`src/rtl/spi_sample_sequencer.sv`:
```
// Periodic SPI acquisition sequencer.
// Every sample period it sweeps channels 0..NUM_CHANNELS-1, issuing one SPI
// frame per channel through the controller's start/idle handshake, and pushes
// each {channel, received frame} into a show-ahead FIFO drained by valid/ready.
// Dropped samples and ticks that land mid-sweep are counted (saturating).
//
// state | meaning
// ------+-----------------------------------------------------------------
// IDLE  | waiting for a period tick while the controller reports idle
// ISSUE | spi_start_o high with cmd(ch); waiting for the controller to go busy
// BUSY  | frame in flight; capture rx when the controller returns to idle
module spi_sample_sequencer #(
    parameter int FRAME_WIDTH   = 32,
    parameter int NUM_CHANNELS  = 4,
    parameter int SAMPLE_PERIOD = 1000,
    parameter int FIFO_DEPTH    = 8,
    parameter int CH_W          = (NUM_CHANNELS > 1) ? $clog2(NUM_CHANNELS) : 1
) (
    input  logic                   clk_i,
    input  logic                   reset_ni,
    input  logic                   enable_i,
    input  logic                   clear_i,
    output logic                   spi_start_o,
    input  logic                   spi_idle_i,
    output logic [FRAME_WIDTH-1:0] spi_tx_o,
    input  logic [FRAME_WIDTH-1:0] spi_rx_i,
    output logic [FRAME_WIDTH-1:0] sample_o,
    output logic [CH_W-1:0]        channel_o,
    output logic                   valid_o,
    input  logic                   ready_i,
    output logic                   overflow_o,
    output logic [7:0]             drop_count_o,
    output logic [7:0]             missed_count_o
);

    localparam int PCNT_W = (SAMPLE_PERIOD > 1) ? $clog2(SAMPLE_PERIOD) : 1;
    localparam int PTR_W  = (FIFO_DEPTH > 1) ? $clog2(FIFO_DEPTH) : 1;
    localparam int CNT_W  = $clog2(FIFO_DEPTH + 1);

    localparam logic [PCNT_W-1:0] PCNT_LAST = PCNT_W'(SAMPLE_PERIOD - 1);
    localparam logic [PTR_W-1:0]  PTR_LAST  = PTR_W'(FIFO_DEPTH - 1);
    localparam logic [CNT_W-1:0]  CNT_FULL  = CNT_W'(FIFO_DEPTH);
    localparam logic [CH_W-1:0]   CH_LAST   = CH_W'(NUM_CHANNELS - 1);

    localparam logic [1:0] ST_IDLE  = 2'd0;
    localparam logic [1:0] ST_ISSUE = 2'd1;
    localparam logic [1:0] ST_BUSY  = 2'd2;

    logic [PCNT_W-1:0]      period_cnt;
    logic                   tick;
    logic [1:0]             state;
    logic [CH_W-1:0]        ch;
    logic [CH_W-1:0]        ch_next;
    logic                   capture;
    logic                   miss;

    logic [FRAME_WIDTH-1:0] mem_data [FIFO_DEPTH];
    logic [CH_W-1:0]        mem_ch   [FIFO_DEPTH];
    logic [PTR_W-1:0]       wr_ptr;
    logic [PTR_W-1:0]       rd_ptr;
    logic [CNT_W-1:0]       fifo_cnt;
    logic                   push;
    logic                   pop;
    logic                   drop;

    // Channel index goes out first, in the top byte of the frame.
    function automatic logic [FRAME_WIDTH-1:0] cmd_word(input logic [CH_W-1:0] c);
        logic [7:0] c8;
        c8 = 8'(c);
        return {c8, {(FRAME_WIDTH-8){1'b0}}};
    endfunction

    assign tick    = enable_i && (period_cnt == PCNT_LAST);
    assign ch_next = ch + 1'b1;
    assign capture = (state == ST_BUSY) && spi_idle_i;
    // A tick is lost unless it finds the FSM idle and the controller free.
    assign miss    = tick && !((state == ST_IDLE) && spi_idle_i);

    assign valid_o   = (fifo_cnt != '0);
    assign pop       = valid_o && ready_i;
    assign push      = capture && ((fifo_cnt != CNT_FULL) || pop);
    assign drop      = capture && !push;
    assign sample_o  = valid_o ? mem_data[rd_ptr] : '0;
    assign channel_o = valid_o ? mem_ch[rd_ptr] : '0;

    // Sample-period counter: free-runs while enabled, parked at zero otherwise.
    always_ff @(posedge clk_i or negedge reset_ni) begin
        if (!reset_ni) begin
            period_cnt <= '0;
        end else if (!enable_i || tick) begin
            period_cnt <= '0;
        end else begin
            period_cnt <= period_cnt + 1'b1;
        end
    end

    // Sweep FSM with registered start strobe and command word.
    always_ff @(posedge clk_i or negedge reset_ni) begin
        if (!reset_ni) begin
            state       <= ST_IDLE;
            ch          <= '0;
            spi_start_o <= 1'b0;
            spi_tx_o    <= '0;
        end else begin
            case (state)
                ST_IDLE: begin
                    if (tick && spi_idle_i) begin
                        state       <= ST_ISSUE;
                        ch          <= '0;
                        spi_start_o <= 1'b1;
                        spi_tx_o    <= cmd_word('0);
                    end
                end
                ST_ISSUE: begin
                    if (!spi_idle_i) begin
                        state       <= ST_BUSY;
                        spi_start_o <= 1'b0;
                    end
                end
                ST_BUSY: begin
                    if (spi_idle_i) begin
                        if (ch == CH_LAST) begin
                            state <= ST_IDLE;
                        end else begin
                            state       <= ST_ISSUE;
                            ch          <= ch_next;
                            spi_start_o <= 1'b1;
                            spi_tx_o    <= cmd_word(ch_next);
                        end
                    end
                end
                default: begin
                    state       <= ST_IDLE;
                    spi_start_o <= 1'b0;
                end
            endcase
        end
    end

    // FIFO storage; contents need no reset because valid_o gates the head.
    always_ff @(posedge clk_i) begin
        if (push) begin
            mem_data[wr_ptr] <= spi_rx_i;
            mem_ch[wr_ptr]   <= ch;
        end
    end

    // FIFO pointers and occupancy.
    always_ff @(posedge clk_i or negedge reset_ni) begin
        if (!reset_ni) begin
            wr_ptr   <= '0;
            rd_ptr   <= '0;
            fifo_cnt <= '0;
        end else begin
            if (push) begin
                wr_ptr <= (wr_ptr == PTR_LAST) ? '0 : wr_ptr + 1'b1;
            end
            if (pop) begin
                rd_ptr <= (rd_ptr == PTR_LAST) ? '0 : rd_ptr + 1'b1;
            end
            case ({push, pop})
                2'b10:   fifo_cnt <= fifo_cnt + 1'b1;
                2'b01:   fifo_cnt <= fifo_cnt - 1'b1;
                default: fifo_cnt <= fifo_cnt;
            endcase
        end
    end

    // Sticky overflow and saturating drop/miss counters; clear wins.
    always_ff @(posedge clk_i or negedge reset_ni) begin
        if (!reset_ni) begin
            overflow_o     <= 1'b0;
            drop_count_o   <= '0;
            missed_count_o <= '0;
        end else if (clear_i) begin
            overflow_o     <= 1'b0;
            drop_count_o   <= '0;
            missed_count_o <= '0;
        end else begin
            if (drop) begin
                overflow_o <= 1'b1;
                if (drop_count_o != 8'hFF) begin
                    drop_count_o <= drop_count_o + 1'b1;
                end
            end
            if (miss && (missed_count_o != 8'hFF)) begin
                missed_count_o <= missed_count_o + 1'b1;
            end
        end
    end

endmodule

```
`config.mk`:
```
export PLATFORM = sky130hd
export DESIGN_NAME = spi_sample_sequencer
export DESIGN_NICKNAME = d
export VERILOG_FILES = /design/src/rtl/spi_sample_sequencer.sv
export SDC_FILE = /design/constraint.sdc
export NUM_CORES = 1
export LEC_CHECK = 0
export BUFFER_PORTS_ARGS = -buffer_cell sky130_fd_sc_hd__buf_2
export CORE_MARGIN = 2
export CORE_UTILIZATION = 59
export CTS_CLUSTER_DIAMETER = 60
export DETAILED_ROUTE_END_ITERATION = 10
export PLACE_DENSITY = 0.86
export SYNTH_ARGS = -nofsm -noshare
export SYNTH_HDL_FRONTEND = slang
export SYNTH_SLANG_ARGS = --single-unit
```
`constraint.sdc`:
```
create_clock -name clk_i -period 5.6 [get_ports clk_i]
set_input_delay 0.56 -clock clk_i [delete_from_list [all_inputs] [get_ports clk_i]]
set_output_delay 0.56 -clock clk_i [all_outputs]
set_load 0.005 [all_outputs]
```
==> results.md, run 1 <==
* Status: finished, final reports clean
* Final setup violation count at 0
* Worst Tran Pin Value at roughly 1.2 ns
* Synth Area in Compound Gates at about 2%
* Fin. max-slew vios at 0
* Detailed placer's ending HPWL at 14.26 mm
* Worst reg2reg path depth at 5
* RSZ-0062 raised after global routing: no
* Setup Fix Bufs, Post-CTS at 0
* DR WL/cell at about 23 um
* Hold_buf cts at 0
* Placer congestion estimate at ~0.8
* Area of the multi-input gates at around 0.0034 mm2
* Number of synthesized flops with an enable pin at 272
* R2R Path Start: state[1]$_DFFE_PN0P_
* Crit path DAT at approximately 3 ns
* Root Driver: clkbuf_16
* Synth Flop Type: edfxtp_1
* Synthesis-to-layout area growth at 13.78%
* Final worst path period share at a little under two thirds
* Grt ovf at 0
* Distinct cell type count after synthesis at 48
* Critical path's largest stage delay at about 0.9 ns
* Final Hold Fails at 0
* Critical path class: reg -> out
* Global-route wire length before repair at 38.85 mm
* TNS Setup at 0 ns
* Row Count at 53
* Largest family of logic cells by synthesized area: multiplexers
* CP endpoint: channel_o[0]
* Power per Cell Area at approximately 440 mW/mm2
* CP cell instances: buf_4 -> mux4_2 -> mux2i_1 -> nor2_1 -> buf_2
* Share of layout cells above drive strength 1 at between 20% and 30%
* Leakage at roughly 5.1 nW
* Hold Worst Slack at ~0.18 ns
* Multiplexer area fraction after synthesis at about 15%
* Area of the die at ~0.023 mm2
* Met1 GRT Util at a little under a third
* Max Cap Viol at 0
* Drt first pass iters at 5
* Antenna violations before repair at 1
* VDD IR max at 0.0002351 V
* Most Crowded Layer GR: met2
* Largest net degree at the start of global routing at 43
* Commonest cells after routing, fill and taps aside: edfxtp_1 (272), buf_2 (92), mux4_2 (68)
* I/O pin cnt at 123
* Starting Density at 60.55%
* CTS tree: done
* Die width at approximately 150 um
* Worst hold path class: in -> async
* Worst setup EP type: output port
* H-tree depth at 1
* Avg Inst Size Synth at 18.10 um2
* WL final at about 26 mm
* Post-Synth XOR/XNOR Area at 0.7498%
* Maximum root-to-sink buffer count at 3
* GR Util met2 at between 30% and 40%
* Total CTS buffers at 30
* Tmin final at 3.576 ns
* Crit Reg-Reg Endpoint: mem_data[7][15]$_DFFE_PP_
* Resized cells post-CTS at 0
* FF-to-FF setup slack at 2.67 ns
* CP required at slightly above 5 ns
* Synth Warn # at 0
* Port-buffer cells at a little over 90
* Synth area leaders: edfxtp_1 (64%), mux4_2 (12%), dfrtp_1 (8.2%)
* Simple-Gate Fraction of Synth Area at under 10%
* Commonest non-fill, non-tap cell in the layout: edfxtp_1
* Layout Nets at 868
* All-Layer GR Usage at 22.67%
* Layout filler cell count at about 1.3k
* Number of global-route vias before repair at between 6k and 7k
* Antenna Nets Post-Route at 0
* Die H at approximately 150 um
* CP max-delay cell: dfrtp_4
* Detailed-route via count at slightly below 7k
* Post-synth top area share at between 60% and 70%
* Mapped cell area at between 0.01 and 0.015 mm2
* Initial DRC count at about 440
* Clock tree sinks at 314
* Core area at around 0.021 mm2
* CP startpoint: rd_ptr[0]$_DFFE_PN0P_
* Synth async-reset ratio at 13.38%
* Sequential share of the synthesized area at 71.74%
* Synth area leader: edfxtp_1
* Slew HR at between 20% and 30%
* Via density at a little over 6
* Syn Inst Count at roughly 700
* Residual DRC at 0
* Max frequency at between 200 and 300 MHz
* Worst-path maximum fanout at 38
* Post-Synth Adder-Cell Area at about 1.1%
* Skew-Pair Late Insertion Delay at about 0.54 ns
* FF+latch count, synth at 314
* Register area at between 0.009 and 0.01 mm2
* Reg clk slew, reported paths at 0.06 ns
* Clock skew at roughly 0.0094 ns
* Startpoint class of the critical path: flip-flop
* M3 GR Usage at slightly below 5%
[final cells by class]
cell class,count,share of cell area [%]
sequential,314,63.10
clock inverter,16,1.190
antenna,1,0.01712
tap,275,2.353
clock buffer,40,5.811
inverter,11,0.2824
multi-input combinational,354,23.28
timing repair buffer,108,3.971
[worst max-delay path, delay by kind of cell (launching register included)]
| kind | cells | cell delay (ns) |
|---|---|---|
| mux | 2 | 0.76 |
| buf+inv | 2 | 0.68 |
| simple gates | 1 | 0.08 |
| flops | 1 | 0.89 |
[stage by stage]
step	setup WS [ns]	utilization [%]	cells	instance area, um2	total power [mW]
finish	2.024	68.90	1119	14620	6.417
global route	1.782	68.89	1118	14620	6.711
global placement	2.558	64.06	1062	13590	4.378
CTS	1.941	68.89	1118	14620	6.470
detailed placement	2.501	64.06	1062	13590	4.428
floorplan	0.8829	-	739	12960	3.909
[layer usage]
metal	part of all wire, %	vias up
met4	1.6	2
li1	-	2971
met3	8.4	36
met5	0.047	-
met2	51	315
met1	39	3424
[worst min-delay path by stage]
| stage | slack (ns) | cells past startpoint | startpoint | to |
|---|---|---|---|---|
| after floorplan | 0.26 | 0 | reset_ni | ch[0]$_DFFE_PN0P_ |
| after global placement | 0.50 | 2 | overflow_o$_DFFE_PN0P_ | overflow_o$_DFFE_PN0P_ |
| after global routing | 0.25 | 1 | reset_ni | overflow_o$_DFFE_PN0P_ |
| final | 0.18 | 1 | reset_ni | drop_count_o[6]$_DFFE_PN0P_ |
| after CTS | 0.19 | 1 | reset_ni | period_cnt[7]$_DFF_PN0_ |
| after detailed placement | 0.51 | 1 | period_cnt[0]$_DFF_PN0_ | period_cnt[0]$_DFF_PN0_ |
[cell usage after synthesis (2+ instances only)]
cell	instances
o31ai_1	6
o21ai_0	6
a21oi_1	18
or3_1	3
nand4_1	4
or4_1	8
mux2_2	8
o211ai_1	2
nor4_1	2
inv_1	11
and3b_1	2
buf_1	5
nand2_1	15
nor2b_1	4
o41ai_1	3
xnor2_1	9
nor3b_1	3
dfrtp_1	42
buf_4	30
mux2i_1	35
nor3_1	10
mux4_2	68
xor2_1	2
nand3_1	22
nand2b_1	5
nor4_2	2
nor2_1	61
clkbuf_1	18
edfxtp_1	272
nand3b_1	2
ha_1	10
buf_2	6
[where the power goes]
group	internal (mW)	switching (mW)	total (mW)
combinational	0.823	0.681	1.50
sequential	2.62	0.249	2.87
clock	1.21	0.838	2.04
[sequential cells by signal, indices dropped and copies added, names as in the netlist]
signal and cells:
spi_start_o 1, mem_data 256, ch 2, wr_ptr 3, rd_ptr 3, mem_ch 16, missed_count_o 8, period_cnt 10
fifo_cnt 4, drop_count_o 8, state 2, overflow_o 1
[logic make-up after synthesis]
family,Yosys count
compound gates,41
xor+xnor,11
fa+ha+maj,11
buf+inv,71
flops,314
mux,112
other cells,1
simple gates,149
(Power assumes the default switching activity.)
==> run 2: changes to the inputs <==
- CORE_UTILIZATION: 59 -> 53
- PLACE_DENSITY: 0.86 -> 0.82
- clock period: 5.6 -> 2.99 ns (I/O delays scaled with it)
==> results.md, run 2 (same netlist as run 1, synthesis figures left out) <==
* Global-route wire length before repair at 40.19 mm (was 38.85 mm)
* Final Hold Fails at 0 (unchanged)
* Starting Density at 54.42% (was 60.55%)
* DP Area at 0.01379 mm2 (was 0.01359 mm2)
* Final worst path period share at a little over nine tenths
* Largest net degree at the start of global routing at 36 (was 43)
* Residual DRC at 0 (unchanged)
* Initial DRC count at 568 (was 441)
* Die width at 159.7 um (was 151.6 um)
* Total power at 12.34 mW (was 6.417 mW)
* CTS tree: done (unchanged)
* Skew-Pair Late Insertion Delay at 0.56 ns (was 0.54 ns)
* H-tree depth at 1 (unchanged)
* Detailed placer's ending HPWL at 14.83 mm (was 14.26 mm)
* Max FFs per register at 256 (unchanged)
* Share of layout cells above drive strength 1 at 30.30% (was 29.42%)
* CP required at 2.69 ns (was 5.04 ns)
* Biggest regs: mem_data: 256 flops, mem_ch: 16 flops, period_cnt: 10 flops (unchanged)
* Die H at 159.7 um (was 151.6 um)
* Setup Fix Bufs, Post-CTS at 0 (unchanged)
* Placer congestion estimate at 0.8263 (was 0.8110)
* VDD IR max at 0.0004932 V (was 0.0002351 V)
* Detailed-route via count at 6820 (was 6748)
* Worst Tran Pin Value at 0.7295 ns (was 1.150 ns)
* Critical path's largest stage delay at 0.67 ns (was 0.89 ns)
* Tmin final at approximately 2.8 ns
* Row Count at 56 (was 53)
* Clock skew at 0.01720 ns (was 0.009396 ns)
* Reg clk slew, reported paths at 0.06 ns (about the same)
* CP max-delay cell: dfrtp_4 (unchanged)
* RSZ-0062 raised after global routing: no (unchanged)
* Layout filler cell count at 1613 (was 1345)
* Critical path class: reg -> out (unchanged)
* Fin util at 63.12% (was 68.90%)
* Crit path DAT at 2.51 ns (was 3.02 ns)
* Leakage at 5.256 nW (was 5.144 nW)
* Final setup violation count at 0 (unchanged)
* Resized cells post-CTS at 0 (unchanged)
* Final Instance Area at 0.01490 mm2 (was 0.01462 mm2)
* Total CTS buffers at 31 (was 30)
* Synthesis-to-layout area growth at 15.99% (was 13.78%)
* Grt ovf at 0 (unchanged)
* Worst hold path class: in -> reg (was in -> async)
* TNS Setup at 0 ns (unchanged)
* Most Crowded Layer GR: met2 (unchanged)
* Startpoint class of the critical path: flip-flop (unchanged)
* Family with the most delay on the worst path: multiplexers (was flip-flops)
* Area of the multi-input gates at 0.003418 mm2 (was 0.003403 mm2)
* Antenna violations before repair at 2 (was 1)
* Commonest non-fill, non-tap cell in the layout: edfxtp_1 (unchanged)
* Worst setup EP type: output port (unchanged)
* Max frequency at ~360 MHz
* Root Driver: clkbuf_16 (unchanged)
* CP cell instances: buf_12 -> mux4_2 -> mux2i_1 -> nor2_1 -> buf_2 (was buf_4 -> mux4_2 -> mux2i_1 -> nor2_1 -> buf_2)
* Number of global-route vias before repair at 7023 (was 6940)
* GR Util met2 at 36.01% (was 37.81%)
* CP Buf/Inv Count at 2 (unchanged)
* Port-buffer cells at 92 (unchanged)
* Fin. max-slew vios at 0 (unchanged)
* Core area at 0.02361 mm2 (was 0.02122 mm2)
* DR WL/cell at 21.82 um (was 22.85 um)
* Hold_buf cts at 5 (was 0)
* All-Layer GR Usage at 20.41% (was 22.67%)
* M3 GR Usage at 3.714% (was 4.850%)
* Power per Cell Area at 827.6 mW/mm2 (was 438.9 mW/mm2)
* Register area at 0.009225 mm2 (unchanged)
* Worst-path maximum fanout at 21 (was 38)
* Clock tree sinks at 314 (unchanged)
* Hold Worst Slack at 0.01977 ns (was 0.1834 ns)
* Slew HR at 51.00% (was 22.88%)
* Area of the die at 0.02551 mm2 (was 0.02298 mm2)
* WL final at 25.69 mm (was 25.57 mm)
* Max Cap Viol at 0 (unchanged)
* Antenna Nets Post-Route at 0 (unchanged)
* Maximum root-to-sink buffer count at 3 (unchanged)
* Status: finished, final reports clean (unchanged)
* Via density at 5.794 (was 6.030)
* Antenna Cells at 0 (was 1)
* Commonest cells after routing, fill and taps aside: edfxtp_1 (272), buf_2 (92), mux4_2 (68) (unchanged)
* Layout Nets at 882 (was 868)
* Drt first pass iters at 5 (unchanged)
* FF-to-FF setup slack at 0.53 ns (was 2.67 ns)
* Biggest register: mem_data (unchanged)
* Met1 GRT Util at 26.46% (was 31.10%)
* I/O pin cnt at 123 (unchanged)
## run 2: cell count changes in the layout (fill, tap and decap cells not counted), moves of 3 or more
cell	change
clkbuf_1	-3
buf_12	+5
clkinv_2	+3
clkbuf_8	-4
buf_4	+3
dlygate4sd3_1	+5
## run 2: path summary, 6_finish.rpt
check | startpoint | cells after the start | end
worst max-delay path | rd_ptr[0]$_DFFE_PN0P_ | 5 | sample_o[11]
worst min-delay path | enable_i | 3 | period_cnt[2]$_DFF_PN0_
worst max register to register | state[1]$_DFFE_PN0P_ | 5 | mem_data[5][9]$_DFFE_PP_
worst min register to register | period_cnt[0]$_DFF_PN0_ | 1 | period_cnt[0]$_DFF_PN0_
max in group asynchronous | reset_ni | 3 | period_cnt[3]$_DFF_PN0_
min in group asynchronous | reset_ni | 2 | missed_count_o[3]$_DFFE_PN0P_
## run 2: area by class of cell
cell class                      count  area share [%]
Clock buffer                       33           5.255
Clock inverter                     25           1.906
Inverter                           11          0.2770
Multi-Input combinational cell    354           22.93
Sequential cell                   314           61.90
Tap cell                          319           2.678
Timing Repair Buffer              121           5.054
## run 2: layer usage
| layer | vias up | wire length (um) | part of all wire [%] |
|---|---|---|---|
| met2 | 279 | 13410 | 52 |
| met3 | 47 | 1876 | 7.3 |
| li1 | 3008 | - | - |
| met4 | 2 | 452 | 1.8 |
| met1 | 3484 | 9935 | 39 |
| met5 | - | 13 | 0.051 |
## run 2: tightest hold or removal path, cell delays in order
cell and delay (ns):
buf_2 0.12, inv_1 0.07, nor2_1 0.05
## run 2: report_power, final
group / leakage [nW] / total (mW) / switching [mW] / internal (mW)
clock network: 0.529 / 4.00 / 1.65 / 2.35
registers: 2.99 / 5.27 / 0.361 / 4.91
logic: 1.73 / 3.06 / 1.43 / 1.63
total: 5.26 / 12.3 / 3.44 / 8.89
## run 2: metrics by stage
step                      setup slack, ns  cells
after detailed placement           0.5759   1114
after CTS                          0.1234   1177
after global routing              0.02292   1177
final                              0.1789   1177
after global placement             0.6838   1114
after floorplan                   -0.8315    739
==> run 3: changes to the inputs <==
- REMOVE_ABC_BUFFERS: default -> 1
==> results.md, run 3 (same netlist as run 1, synthesis figures left out) <==
* Status: finished, final reports clean (unchanged)
* Startpoint class of the critical path: flip-flop (unchanged)
* All-Layer GR Usage at 19.94% (was 20.41%)
* Hold Worst Slack at 0.01011 ns (was 0.01977 ns)
* Combinational power share at 26.2% (was 24.8%)
* Initial DRC count at 604 (was 568)
* Critical path class: reg -> out (unchanged)
* Root Driver: clkbuf_16 (unchanged)
* Total CTS buffers at 30 (was 31)
* RSZ-0062 raised after global routing: no (unchanged)
* Core area at 0.02361 mm2 (unchanged)
* CTS tree: done (unchanged)
* Max FFs per register at 256 (unchanged)
* Total power at 11.68 mW (was 12.34 mW)
* Die width at 159.7 um (unchanged)
* Starting Density at 54.42% (unchanged)
* Max Cap Viol at 0 (unchanged)
* Commonest non-fill, non-tap cell in the layout: edfxtp_1 (unchanged)
* DP Area at 0.01380 mm2 (was 0.01379 mm2)
* I/O pin cnt at 123 (unchanged)
* Skew-Pair Late Insertion Delay at 0.56 ns (about the same)
* Commonest cells after routing, fill and taps aside: edfxtp_1 (272), buf_2 (92), mux4_2 (68) (unchanged)
* Max frequency at 359.9 MHz (was 355.7 MHz)
* Global-route wire length before repair at 39.52 mm (was 40.19 mm)
* P_sw at 3.293 mW (was 3.442 mW)
* Drt first pass iters at 5 (unchanged)
* Maximum root-to-sink buffer count at 3 (unchanged)
* Worst hold path class: in -> reg (unchanged)
* Largest net degree at the start of global routing at 43 (was 36)
* Inst Count DP at 1114 (unchanged)
* Resized cells post-CTS at 0 (unchanged)
* CP required at 2.69 ns (about the same)
* Crit Reg-Reg Endpoint: mem_data[5][29]$_DFFE_PP_ (was mem_data[5][9]$_DFFE_PP_)
* Tmin final at 2.779 ns (was 2.811 ns)
* Clk pwr share at 28.9% (was 32.5%)
* DR WL/cell at 21.02 um (was 21.82 um)
* Detailed-route via count at 6772 (was 6820)
* Antenna Nets Post-Route at 0 (unchanged)
* Port-buffer cells at 92 (unchanged)
* Residual DRC at 0 (unchanged)
* Final Instance Area at 0.01480 mm2 (was 0.01490 mm2)
* Final Hold Fails at 0 (unchanged)
* Clock skew at 0.01605 ns (was 0.01720 ns)
* Hold Crit Start: spi_rx_i[9] (was enable_i)
* Crit path DAT at 2.48 ns (was 2.51 ns)
* Row Count at 56 (unchanged)
* Area of the die at 0.02551 mm2 (unchanged)
* Die H at 159.7 um (unchanged)
* Share of layout cells above drive strength 1 at 28.75% (was 30.30%)
* Biggest register: mem_data (unchanged)
* Number of global-route vias before repair at 6942 (was 7023)
* Worst Slack Setup Final at 0.2114 ns (was 0.1789 ns)
* Clock tree sinks at 314 (unchanged)
* R2R Path Start: state[1]$_DFFE_PN0P_ (unchanged)
* Hold_buf cts at 11 (was 5)
* H-tree depth at 1 (unchanged)
* Grt ovf at 0 (unchanged)
* Fin util at 62.67% (was 63.12%)
* Worst reg2reg path depth at 5 (unchanged)
* Reg clk slew, reported paths at 0.06 ns (about the same)
* VDD IR max at 0.0004896 V (was 0.0004932 V)
* Reg power frac at 44.9% (was 42.7%)
* FF-to-FF setup slack at 0.60 ns (was 0.53 ns)
* Final cell count without fillers at 1179 (was 1177)
* Layout Nets at 887 (was 882)
* Worst Tran Pin Value at 0.9698 ns (was 0.7295 ns)
* Worst-path maximum fanout at 24 (was 21)
* CP startpoint: rd_ptr[0]$_DFFE_PN0P_ (unchanged)
* Placer congestion estimate at 0.7919 (was 0.8263)
* Setup Fix Bufs, Post-CTS at 0 (unchanged)
* Biggest regs: mem_data: 256 flops, mem_ch: 16 flops, period_cnt: 10 flops (unchanged)
* Leakage at 5.173 nW (was 5.256 nW)
* Switching share of power at 28.18% (was 27.90%)
* Pre-CTS WS at 0.6023 ns (was 0.5759 ns)
* Slew HR at 35.35% (was 51.00%)
* Via density at 5.744 (was 5.794)
* Fin. max-slew vios at 0 (unchanged)
* Worst setup EP type: output port (unchanged)
* Detailed placer's ending HPWL at 14.61 mm (was 14.83 mm)
* Antenna violations before repair at 0 (was 2)
* CP endpoint: sample_o[25] (was sample_o[11])
* WL final at 24.78 mm (was 25.69 mm)
* Internal power at 8.392 mW (was 8.894 mW)
* TNS Setup at 0 ns (unchanged)
* Final worst path period share at 92.93% (was 94.02%)
* Synthesis-to-layout area growth at 15.17% (was 15.99%)
* Power per Cell Area at 789.6 mW/mm2 (was 827.6 mW/mm2)
* Final setup violation count at 0 (unchanged)
[run 3: cell types whose count changed in the layout (fill, tap and decap cells not counted), sizes merged]
cell	change
clkinv	-6
dlygate4sd3	+6
bufinv	-5
clkbuf	+4
clkinvlp	+4
inv	-2
diode	+1
[run 3: worst max-delay path, stage by stage, from the launching register on]
cell and delay, ns:
dfrtp_4 0.63, buf_12 0.28, mux4_2 0.58, mux2i_1 0.20, nor2_1 0.06, buf_2 0.14
[run 3: how the worst min path moves through the flow]
stage	endpoint	slack (ns)	depth (start not counted)
after floorplan	ch[0]$_DFFE_PN0P_	0.003	0
after global placement	period_cnt[0]$_DFF_PN0_	0.49	1
after detailed placement	period_cnt[6]$_DFF_PN0_	0.50	1
after CTS	mem_data[0][18]$_DFFE_PP_	0.0001	1
after global routing	mem_data[2][18]$_DFFE_PP_	0.006	1
final	mem_data[2][9]$_DFFE_PP_	0.01	1
[run 3: final cells by class]
cell class,count,area [um2]
diodes,1,2.502
clock buffers,37,777.0
clock inverters,16,112.6
fillers,1656,8813
inverters,11,41.29
multi-input cells,354,3403
flip-flops and latches,314,9225
well taps,319,399.1
repair buffers,127,838.3
[run 3: power by group through the flow]
stage | sequential, mW | clock (mW) | combinational (mW)
CTS | 5.25 | 3.45 | 3.10
floorplan | 5.50 | 0 | 1.85
detailed placement | 5.34 | 0 | 3.05
global placement | 5.32 | 0 | 3.00
global route | 5.28 | 3.62 | 3.36
finish | 5.25 | 3.38 | 3.06
[run 3: per-layer routing]
layer	vias up	global-route usage, %	share of wire (%)
met2	251	34.08	51
li1	3010	-	-
met4	0	4.215	1.8
met1	3471	27.37	41
met3	40	3.429	7.0
met5	-	0	0
